--- config.mk ---
export PLATFORM = sky130hd
export DESIGN_NAME = axilite_req_arbiter_flat
export DESIGN_NICKNAME = d
export VERILOG_FILES = /design/src/rtl/axilite_req_arbiter_pkg.sv /design/src/rtl/axilite_req_arbiter_if.sv /design/src/rtl/axilite_req_arbiter_rr_arbiter.sv /design/src/rtl/axilite_req_arbiter.sv /design/src/flat_wrapper.sv
export SDC_FILE = /design/constraint.sdc
export NUM_CORES = 1
export LEC_CHECK = 0
export CORE_MARGIN = 1
export CORE_UTILIZATION = 42
export CTS_BUF_LIST = sky130_fd_sc_hd__clkbuf_8
export CTS_CLUSTER_SIZE = 16
export DETAILED_ROUTE_END_ITERATION = 16
export GPL_TIMING_DRIVEN = 0
export PLACE_DENSITY = 0.9
export SLEW_MARGIN = 40
export SYNTH_ARGS = -nofsm -noshare
export SYNTH_HDL_FRONTEND = slang
export SYNTH_SLANG_ARGS = --single-unit
--- constraint.sdc ---
create_clock -name clk -period 3.9 [get_ports clk]
set_input_delay 0.78 -clock clk [delete_from_list [all_inputs] [get_ports clk]]
set_output_delay 0.78 -clock clk [all_outputs]
set_load 0.02 [all_outputs]
--- src/rtl/axilite_req_arbiter_pkg.sv ---
// Shared opcode constants, state encoding and helpers for the AXI-Lite request arbiter.
package axilite_arb_pkg;

  typedef logic [1:0] opcode_t;

  localparam opcode_t OP_NOP = 2'b00;
  localparam opcode_t OP_RD  = 2'b01;
  localparam opcode_t OP_WR  = 2'b10;

  typedef enum logic [1:0] {
    ST_IDLE   = 2'd0,
    ST_ISSUE  = 2'd1,
    ST_WAIT   = 2'd2,
    ST_REJECT = 2'd3
  } arb_state_t;

  function automatic logic op_legal(input opcode_t op);
    return (op == OP_RD) || (op == OP_WR);
  endfunction

endpackage

--- src/rtl/axilite_req_arbiter_if.sv ---
// Command/completion bus between the arbiter and easy_axilite_master.
interface axilite_req_arbiter_if
  import axilite_arb_pkg::*;
#(
  parameter int ADDR_LEN = 16,
  parameter int DATA_LEN = 32
);

  logic [ADDR_LEN-1:0] m_addr;
  logic [DATA_LEN-1:0] m_wdata;
  opcode_t             m_opcode;
  logic [DATA_LEN-1:0] m_rdata;
  logic                m_rvalid;
  logic                m_wdone;
  logic                m_rd_err;
  logic                m_wr_err;
  logic                m_busy;

  // The arbiter issues commands; the AXI-Lite master answers them.
  modport master (
    output m_addr, m_wdata, m_opcode,
    input  m_rdata, m_rvalid, m_wdone, m_rd_err, m_wr_err, m_busy
  );

  modport slave (
    input  m_addr, m_wdata, m_opcode,
    output m_rdata, m_rvalid, m_wdone, m_rd_err, m_wr_err, m_busy
  );

endinterface

--- src/rtl/axilite_req_arbiter_rr_arbiter.sv ---
// Combinational round-robin pick: first requester above last_winner, else lowest requester.
module rr_arbiter #(
  parameter int NUM_REQ = 2,
  parameter int IW      = (NUM_REQ > 1) ? $clog2(NUM_REQ) : 1
) (
  input  logic [NUM_REQ-1:0] req,
  input  logic [IW-1:0]      last_winner,
  output logic [IW-1:0]      grant,
  output logic               any_req
);

  logic found;

  always_comb begin
    grant = '0;
    found = 1'b0;
    for (int i = 0; i < NUM_REQ; i++) begin
      if (!found && req[i] && (IW'(i) > last_winner)) begin
        grant = IW'(i);
        found = 1'b1;
      end
    end
    // Nobody above the pointer: wrap around to the lowest active index.
    for (int i = 0; i < NUM_REQ; i++) begin
      if (!found && req[i]) begin
        grant = IW'(i);
        found = 1'b1;
      end
    end
  end

  assign any_req = |req;

endmodule

--- src/rtl/axilite_req_arbiter.sv ---
// Round-robin sharing of one easy_axilite_master among NUM_REQ requesters, one transaction in flight.
module axilite_req_arbiter
  import axilite_arb_pkg::*;
#(
  parameter int NUM_REQ  = 2,
  parameter int ADDR_LEN = 16,
  parameter int DATA_LEN = 32
) (
  input  logic                         clk,
  input  logic                         rst,
  input  logic [NUM_REQ-1:0]           req_valid,
  input  logic [2*NUM_REQ-1:0]         req_opcode,
  input  logic [ADDR_LEN*NUM_REQ-1:0]  req_addr,
  input  logic [DATA_LEN*NUM_REQ-1:0]  req_wdata,
  output logic [NUM_REQ-1:0]           req_ready,
  output logic [NUM_REQ-1:0]           resp_valid,
  output logic [DATA_LEN-1:0]          resp_rdata,
  output logic                         resp_err,
  axilite_req_arbiter_if.master        mbus
);

  localparam int IW = (NUM_REQ > 1) ? $clog2(NUM_REQ) : 1;

  arb_state_t          state, state_d;
  logic [IW-1:0]       owner, owner_d;
  logic [IW-1:0]       last_winner, last_d;
  opcode_t             op_q, op_d;
  logic [ADDR_LEN-1:0] addr_q, addr_d;
  logic [DATA_LEN-1:0] wdata_q, wdata_d;
  opcode_t             m_opcode_d;
  logic [NUM_REQ-1:0]  req_ready_d, resp_valid_d;
  logic [DATA_LEN-1:0] resp_rdata_d;
  logic                resp_err_d;

  logic [IW-1:0]       grant;
  logic                any_req;
  opcode_t             win_op;
  logic [ADDR_LEN-1:0] win_addr;
  logic [DATA_LEN-1:0] win_wdata;

  rr_arbiter #(.NUM_REQ(NUM_REQ), .IW(IW)) u_rr (
    .req         (req_valid),
    .last_winner (last_winner),
    .grant       (grant),
    .any_req     (any_req)
  );

  assign win_op    = req_opcode[2*grant +: 2];
  assign win_addr  = req_addr[ADDR_LEN*grant +: ADDR_LEN];
  assign win_wdata = req_wdata[DATA_LEN*grant +: DATA_LEN];

  assign mbus.m_addr  = addr_q;
  assign mbus.m_wdata = wdata_q;

  // Next-state logic; the pulse outputs are computed a cycle early so they leave registers.
  always_comb begin
    state_d      = state;
    owner_d      = owner;
    last_d       = last_winner;
    op_d         = op_q;
    addr_d       = addr_q;
    wdata_d      = wdata_q;
    m_opcode_d   = OP_NOP;
    req_ready_d  = '0;
    resp_valid_d = '0;
    resp_rdata_d = '0;
    resp_err_d   = 1'b0;
    case (state)
      ST_IDLE: begin
        if (any_req && !mbus.m_busy) begin
          owner_d            = grant;
          last_d             = grant;
          op_d               = win_op;
          addr_d             = win_addr;
          wdata_d            = win_wdata;
          req_ready_d[grant] = 1'b1;
          if (op_legal(win_op)) begin
            state_d    = ST_ISSUE;
            m_opcode_d = win_op;
          end else begin
            state_d             = ST_REJECT;
            resp_valid_d[grant] = 1'b1;
            resp_err_d          = 1'b1;
          end
        end
      end
      ST_ISSUE: state_d = ST_WAIT;
      ST_WAIT: begin
        // Only the completion type matching the issued opcode ends the wait.
        if (op_q == OP_RD && mbus.m_rvalid) begin
          resp_valid_d[owner] = 1'b1;
          resp_rdata_d        = mbus.m_rdata;
          resp_err_d          = mbus.m_rd_err;
          state_d             = ST_IDLE;
        end else if (op_q == OP_WR && mbus.m_wdone) begin
          resp_valid_d[owner] = 1'b1;
          resp_err_d          = mbus.m_wr_err;
          state_d             = ST_IDLE;
        end
      end
      ST_REJECT: state_d = ST_IDLE;
      default:   state_d = ST_IDLE;
    endcase
  end

  always_ff @(posedge clk or negedge rst) begin
    if (!rst) begin
      state         <= ST_IDLE;
      owner         <= '0;
      last_winner   <= '0;
      op_q          <= OP_NOP;
      addr_q        <= '0;
      wdata_q       <= '0;
      mbus.m_opcode <= OP_NOP;
      req_ready     <= '0;
      resp_valid    <= '0;
      resp_rdata    <= '0;
      resp_err      <= 1'b0;
    end else begin
      state         <= state_d;
      owner         <= owner_d;
      last_winner   <= last_d;
      op_q          <= op_d;
      addr_q        <= addr_d;
      wdata_q       <= wdata_d;
      mbus.m_opcode <= m_opcode_d;
      req_ready     <= req_ready_d;
      resp_valid    <= resp_valid_d;
      resp_rdata    <= resp_rdata_d;
      resp_err      <= resp_err_d;
    end
  end

endmodule
--- src/flat_wrapper.sv ---
// flat-port wrapper written by rule: the top's interface ports become plain ports
module axilite_req_arbiter_flat import axilite_arb_pkg::*;
#(
  parameter int NUM_REQ  = 2,
  parameter int ADDR_LEN = 16,
  parameter int DATA_LEN = 32
)
  (clk, rst, req_valid, req_opcode, req_addr, req_wdata, req_ready, resp_valid, resp_rdata, resp_err, mbus_m_addr, mbus_m_wdata, mbus_m_opcode, mbus_m_rdata, mbus_m_rvalid, mbus_m_wdone, mbus_m_rd_err, mbus_m_wr_err, mbus_m_busy);
  axilite_req_arbiter_if #(.ADDR_LEN(ADDR_LEN), .DATA_LEN(DATA_LEN)) mbus_i ();
  input  logic clk;
  input  logic rst;
  input  logic [NUM_REQ-1:0] req_valid;
  input  logic [2*NUM_REQ-1:0] req_opcode;
  input  logic [ADDR_LEN*NUM_REQ-1:0] req_addr;
  input  logic [DATA_LEN*NUM_REQ-1:0] req_wdata;
  output logic [NUM_REQ-1:0] req_ready;
  output logic [NUM_REQ-1:0] resp_valid;
  output logic [DATA_LEN-1:0] resp_rdata;
  output logic resp_err;
  output wire logic [$bits(mbus_i.m_addr)-1:0] mbus_m_addr;
  output wire logic [$bits(mbus_i.m_wdata)-1:0] mbus_m_wdata;
  output wire logic [$bits(mbus_i.m_opcode)-1:0] mbus_m_opcode;
  input wire logic [$bits(mbus_i.m_rdata)-1:0] mbus_m_rdata;
  input wire logic [$bits(mbus_i.m_rvalid)-1:0] mbus_m_rvalid;
  input wire logic [$bits(mbus_i.m_wdone)-1:0] mbus_m_wdone;
  input wire logic [$bits(mbus_i.m_rd_err)-1:0] mbus_m_rd_err;
  input wire logic [$bits(mbus_i.m_wr_err)-1:0] mbus_m_wr_err;
  input wire logic [$bits(mbus_i.m_busy)-1:0] mbus_m_busy;
  assign mbus_m_addr = mbus_i.m_addr;
  assign mbus_m_wdata = mbus_i.m_wdata;
  assign mbus_m_opcode = mbus_i.m_opcode;
  assign mbus_i.m_rdata = mbus_m_rdata;
  assign mbus_i.m_rvalid = mbus_m_rvalid;
  assign mbus_i.m_wdone = mbus_m_wdone;
  assign mbus_i.m_rd_err = mbus_m_rd_err;
  assign mbus_i.m_wr_err = mbus_m_wr_err;
  assign mbus_i.m_busy = mbus_m_busy;
  axilite_req_arbiter #(.NUM_REQ(NUM_REQ), .ADDR_LEN(ADDR_LEN), .DATA_LEN(DATA_LEN)) u_core (.clk(clk), .rst(rst), .req_valid(req_valid), .req_opcode(req_opcode), .req_addr(req_addr), .req_wdata(req_wdata), .req_ready(req_ready), .resp_valid(resp_valid), .resp_rdata(resp_rdata), .resp_err(resp_err), .mbus(mbus_i));
endmodule
==> summary.txt, run 1 <==
Die Span Y - 97.0 µm
HPWL after DPL - 9.06 mm
Final nets - 666
Worst hold path type - primary input to async pin
Pwr per Cell Area - 604 mW/mm²
RSZ-0062 raised after global routing - no
Buffers & Inverters on Critical Path - 3
Worst setup SP type - primary input
Clock Tree Root - clkbuf_8
Max-slew violations - 0
Syn Inst Count - 284
Crit Path Max Fanout - 10
Post-Route Skew - 0.0176 ns
CP Data Required Time - 4.16 ns
Clock latency on the worst-skew pair - 0.36 ns
Critical path type - primary input to register
Routed vias - 3343
Yosys top cell by area - dfrtp_1
Die width - 97.0 µm
Mapped cell area - 0.00379 mm²
DRC violations left - 0
CTS Buf Count - 9
Top Family by Delay on Critical Path - buffers and inverters
Max cap viols - 0
Site Rows - 34
Post-route cell area - 0.00642 mm²
Crit path max-delay cell type - or4b_2
Ys async rst share - 100%
H-tree lvl count - 3
Total iterations of the first detailed-routing run - 4
Fmax achieved - 0.320 GHz
Largest net degree at the start of global routing - 53
Post-CTS resize count - 0
Antenna violations before repair - 0
Most frequent cell after synthesis - dfrtp_1
Slowest stage delay, CP - 0.60 ns
Fillcell total - 612
Vias in the first global route - 3574
Power Total - 3.87 mW
Synth cell count leaders - dfrtp_1 (92), or3_1 (51), o221a_2 (50), and2_1 (34), clkbuf_1 (13)
Routability cong. - 0.837
Leakage Power - 2.60 nW
Clk pin slew, worst setup/hold paths - 0.11 ns
Levels on crit path - 8
Synth Flop Type - dfrtp_1
Global-route wire length before repair - 18.7 mm
Total grt overflow - 0
Fin. Hold Viols - 0
Synth top area cells - dfrtp_1 (61%), o221a_2 (15%), or3_1 (8.4%)
Post-CTS Hold Fix Bufs - 0
Syn_nets - 427
CP endpoint kind - register
Share of the synthesized area in the top cell type - 60.8%
Synth-to-Final Area Change - 69.4%
Overall routing resource usage - 25.6%
Iter 0 DRT Violations - 104
Worst slew margin - 64.6%
Clock Tree Buf Depth - 2
Starting Density - 43.4%
Syn Area/Cell - 13.3 µm²
FF-to-FF path depth - 7
Status - complete, no violations
Vias per cell - 5.26
Detail Route Antenna Nets - 0
CTS tree - built
Fin worst setup slack - 0.772 ns
Critical Path AT - 3.39 ns
Tmin final - 3.13 ns
Layout cells sized above 1 - 15.9%
Synthesis-stage register bit count - 92
Crit-path cells - clkdlybuf4s50_1 -> a21bo_1 -> buf_2 -> clkbuf_1 -> mux2_2 -> ha_1 -> or4b_2 -> o211ai_1
Launch point of the worst reg-to-reg path - u_core.owner
IO buf count - 227
Clock sink count - 92
Post-DP Area - 0.00622 mm²
Synth cell types - 27
Worst slew pin tran - 0.528 ns
N_diodes - 0
Full die area - 0.00940 mm²
Syn. warnings - 0
Period utilization - 80.2%
Pre-CTS setup slack - 0.414 ns
Core outline area - 0.00872 mm²
Sequential area share after synthesis - 60.8%
Setup Fix Bufs, Post-CTS - 0
EDFF count, synth - 0
Max VDD drop - 0.000334 V
DRT Wirelength - 11.7 mm
Setup-failing EPs final - 0
# IOs - 228
Crit. Startpoint - req_valid[1]
Avg WL per Cell - 18.5 µm
## state kept, by name, summed over array words and instances, names as in the netlist
register and flops:
u_core.state 2, u_core.mbus.m_wdata 32, u_core.resp_rdata 32, u_core.resp_err 1, u_core.resp_valid 2, u_core.req_ready 2, u_core.owner 1, u_core.op_q 2
u_core.mbus.m_addr 16, u_core.mbus.m_opcode 2
## per-layer routing
layer,share of wire (%),track usage [%]
met1,39,29.6
met5,0,0
met2,53,46.2
met4,2.1,8.96
met3,6.4,5.78
## per-stage QoR
step / utilization, % / cells / hold slack [ns] / setup TNS [ns]
global route: 73.6 / 636 / 0.333 / 0
finish: 73.6 / 636 / 0.316 / 0
floorplan: - / 284 / 0.484 / 0
global placement: 71.0 / 619 / 0.542 / -112.17
detailed placement: 71.4 / 620 / 0.548 / 0
CTS: 73.6 / 636 / 0.319 / 0
## layout make-up
type                    instances  area, µm²  share of cell area (%)
clock buffers                  11        151                    2.36
multi-input cells             164       1320                    20.5
repair buffers                228       2300                    35.9
inverters                       3       11.3                   0.175
clock inverters                 5       42.5                   0.663
flip-flops and latches         92       2300                    35.9
well taps                     108        135                    2.11
plain buffers                  25        159                    2.48
## layout by cell type, fill, tap and decap left out, types with 2 or more instances in the layout
| master | Yosys | final |
|---|---|---|
| clkdlybuf4s50_1 | 0 | 226 |
| dfrtp_1 | 92 | 92 |
| or3_1 | 51 | 51 |
| o221a_2 | 50 | 50 |
| and2_1 | 34 | 34 |
| clkbuf_1 | 13 | 13 |
| clkbuf_8 | 0 | 11 |
| buf_6 | 6 | 7 |
| buf_4 | 5 | 5 |
| o21ai_0 | 4 | 4 |
| inv_1 | 3 | 3 |
| nor2_1 | 3 | 3 |
| mux2_2 | 2 | 2 |
| nand3_1 | 2 | 2 |
| a22o_1 | 2 | 2 |
| nand2b_1 | 2 | 2 |
| nor3_1 | 2 | 2 |
| ha_1 | 2 | 2 |
| clkinv_4 | 0 | 2 |
| inv_6 | 0 | 2 |
## cells by family (layout without fill, tap and decap cells)
kind of cell               after synthesis  after routing  share of synthesized area [%]
buffers and inverters                   28            272                           4.49
DFF                                     92             92                           60.8
and+or+nand+nor                        101            101                           16.9
muxes                                    2              2                          0.595
AOI/OAI and AO/OA                       59             59                           16.6
adders and majority gates                2              2                          0.661
## power by group
part           internal [mW]  total [mW]  switching [mW]
Sequential              1.25        1.44           0.192
Combinational           1.00        1.81           0.805
Clock                  0.274       0.622           0.348
Total                   2.53        3.87            1.35
## worst paths after layout
path,to,slack [ns]
max in group asynchronous,u_core.resp_valid[0],2.98
hold / removal,u_core.mbus.m_wdata[21],0.32
min in group clk,u_core.mbus.m_addr[8],0.57
hold reg to reg,u_core.mbus.m_addr[8],0.57
setup / recovery,u_core.state[1],0.77
setup reg to reg,u_core.state[1],1.30
No activity file was read; power rests on OpenSTA's default activity.
==> run 2: changes to the inputs <==
CORE_UTILIZATION = 39   (was 42)
PLACE_DENSITY = 0.84   (was 0.9)
clock period = 3.2 ns   (was 3.9 ns; I/O delays follow)
==> run 2 against run 1 <==
  * Routed wire length shrank 3.1%
  * Clock power up 27%
  * Total power grew 22%
  * Non-clock buffer count is 1 lower
  * Utilization fell by 4.5 points
  * Final cell count rose by 3.0%
  * Combinational power up 21%
  * Critical path type unchanged
  * Largest power group unchanged
==> summary.txt, run 2 (synthesized netlist as in run 1, its figures left out) <==
Worst slew pin tran - 0.706 ns (was 0.528 ns)
Antenna violations before repair - 0 (unchanged)
Worst hold path type - primary input to async pin (unchanged)
Iter 0 DRT Violations - 120 (was 104)
Pwr per Cell Area - 734 mW/mm² (was 604 mW/mm²)
CP endpoint kind - register (unchanged)
# IOs - 228 (unchanged)
Crit Path Max Fanout - 18 (was 10)
Crit path max-delay cell type - or4b_2 (unchanged)
Top Family by Delay on Critical Path - buffers and inverters (unchanged)
Final nets - 665 (was 666)
Starting Density - 40.6% (was 43.4%)
Commonest non-fill, non-tap cell in the layout - clkdlybuf4s50_1 (unchanged)
Met2 wire length - 5.91 mm (was 6.21 mm)
Post-CTS Hold Fix Bufs - 0 (unchanged)
IO buf count - 227 (unchanged)
N_diodes - 0 (unchanged)
Period utilization - 85.7%
Global-route wire length before repair - 17.5 mm (was 18.7 mm)
Layout cells sized above 1 - 15.8% (was 15.9%)
Core outline area - 0.00933 mm² (was 0.00872 mm²)
Max-slew violations - 0 (unchanged)
Slowest stage delay, CP - 0.59 ns (was 0.60 ns)
Post-Route Skew - 0.00986 ns (was 0.0176 ns)
Setup-failing EPs final - 0 (unchanged)
Clock sink count - 92 (unchanged)
FF-to-FF path depth - 6 (was 7)
Commonest cells after routing, fill and taps aside - clkdlybuf4s50_1 (226), dfrtp_1 (92), or3_1 (51), o221a_2 (50), and2_1 (34) (unchanged)
Crit-path cells - clkdlybuf4s50_1 -> a21bo_1 -> buf_2 -> mux2_2 -> ha_1 -> or4b_2 -> o211ai_1 (was clkdlybuf4s50_1 -> a21bo_1 -> buf_2 -> clkbuf_1 -> mux2_2 -> ha_1 -> or4b_2 -> o211ai_1)
Reg-to-Reg End - u_core.state[1] (unchanged)
Critical Path AT - 3.01 ns (was 3.39 ns)
Synth-to-Final Area Change - 70.1% (was 69.4%)
Routability cong. - 0.804 (was 0.837)
DR WL met3 - 718 µm (was 753 µm)
RSZ-0062 raised after global routing - no (unchanged)
Clock Tree Buf Depth - 2 (unchanged)
Total iterations of the first detailed-routing run - 4 (unchanged)
Clk pin slew, worst setup/hold paths - 0.10 ns (was 0.11 ns)
Fin worst setup slack - 0.457 ns (was 0.772 ns)
Max VDD drop - 0.000417 V (was 0.000334 V)
Routed vias - 3267 (was 3343)
Fillcell total - 678 (was 612)
Critical path type - primary input to register (unchanged)
Status - complete, no violations (unchanged)
CTS Buf Count - 9 (unchanged)
HPWL after DPL - 8.81 mm (was 9.06 mm)
Overall routing resource usage - 22.9% (was 25.6%)
Total grt overflow - 0 (unchanged)
Uppermost layer routed - met4 (unchanged)
Clock Tree Root - clkbuf_8 (unchanged)
Largest net degree at the start of global routing - 62 (was 53)
Met1 WL - 4.59 mm (was 4.53 mm)
Detail Route Antenna Nets - 0 (unchanged)
Avg WL per Cell - 17.4 µm (was 18.5 µm)
Fin. Hold Viols - 0 (unchanged)
Leakage Power - 2.60 nW (about the same)
DRT Wirelength - 11.4 mm (was 11.7 mm)
Fmax achieved - 0.365 GHz
Vias in the first global route - 3387 (was 3574)
Final hold slack - 0.144 ns (was 0.316 ns)
DRC violations left - 0 (unchanged)
Worst slew margin - 52.6% (was 64.6%)
H-tree lvl count - 3 (unchanged)
Internal reg-to-reg setup slack - 0.80 ns (was 1.30 ns)
Buffers & Inverters on Critical Path - 2 (was 3)
CP Data Required Time - 3.47 ns (was 4.16 ns)
Worst setup SP type - primary input (unchanged)
Tmin final - 2.74 ns
Full die area - 0.0101 mm² (was 0.00940 mm²)
Die Span Y - 101 µm (was 97.0 µm)
Clock latency on the worst-skew pair - 0.36 ns (about the same)
Final core occ - 69.1% (was 73.6%)
CTS tree - built (unchanged)
Launch point of the worst reg-to-reg path - u_core.owner (unchanged)
Die width - 101 µm (was 97.0 µm)
Site Rows - 35 (was 34)
Max cap viols - 0 (unchanged)
Vias per cell - 4.99 (was 5.26)
Pre-CTS setup slack - -0.221 ns (was 0.414 ns)
run 2: cell types whose count changed in the layout (fill, tap and decap cells not counted):
cell       change
clkbuf_8       -2
clkinv_4       -2
bufinv_16      +1
clkbuf_1       -1
clkinv_2       +1
inv_8          +1
run 2: final cells by class:
class / instances / area [µm²] / share of cell area [%]
well taps: 129 / 161 / 2.51
clock inverters: 6 / 71.3 / 1.11
plain buffers: 24 / 155 / 2.41
repair buffers: 228 / 2300 / 35.7
inverters: 3 / 11.3 / 0.175
multi-input cells: 164 / 1320 / 20.4
flip-flops and latches: 92 / 2300 / 35.7
clock buffers: 9 / 124 / 1.92
run 2: worst register-to-register path, stage by stage (launching register included):
cell and delay (ns):
dfrtp_1 0.43, a21bo_1 0.13, buf_2 0.30, mux2_2 0.40, ha_1 0.34, or4b_2 0.59
o211ai_1 0.12
run 2: layer usage:
layer  up-vias  global-route usage [%]
met5         -                       0
met4         0                    7.58
met3        13                    3.81
met2       137                    41.1
met1      1579                    28.0
li1       1538                       -
run 2: where the power goes:
group | total, mW | switching (mW) | internal [mW]
Combinational | 2.19 | 0.966 | 1.22
Sequential | 1.75 | 0.227 | 1.53
Clock | 0.787 | 0.421 | 0.367
run 2: stage by stage:
stage	TNS [ns]	power [mW]	instance area [µm²]	instances
2_1_floorplan	0	2.88	3790	284
3_3_place_gp	-163.30	3.92	6220	640
3_5_place_dp	-0.221	3.98	6250	641
4_1_cts	0	4.77	6440	656
5_1_grt	0	4.96	6440	655
6_report	0	4.73	6440	655
run 2: worst max path at each step:
stage,from,endpoint,cells after the start
3_3_place_gp,rst,u_core.resp_rdata[26],1
4_1_cts,req_valid[0],u_core.state[1],8
2_1_floorplan,req_valid[1],u_core.state[1],7
3_5_place_dp,req_valid[0],u_core.state[1],8
5_1_grt,req_valid[1],u_core.state[1],7
6_report,req_valid[1],u_core.state[1],7
run 2: repair_timing:
item / in CTS / in global routing
resized for setup: 0 / 0
setup buffers: 0 / 0
hold endpoints to repair: 0 / 0
endpoints found under the setup margin: 0 / 1
==> run 3: changes to the inputs <==
CORE_UTILIZATION = 42   (was 39)
PLACE_DENSITY = 0.9   (was 0.84)
clock period = 3.4 ns   (was 3.2 ns; I/O delays follow)
==> results of run 3 <==
Same layout as run 1 (identical final DEF). Status: complete, no violations.
Among the figures that moved: setup slack after placement 0.414 ns -> 0.0138 ns; setup slack after layout 0.772 ns -> 0.372 ns; hold slack 0.316 ns -> 0.216 ns; register-to-register setup slack 1.30 ns -> 0.80 ns; total power 3.87 mW -> 4.44 mW; worst IR drop on VDD 0.000334 V -> 0.000383 V
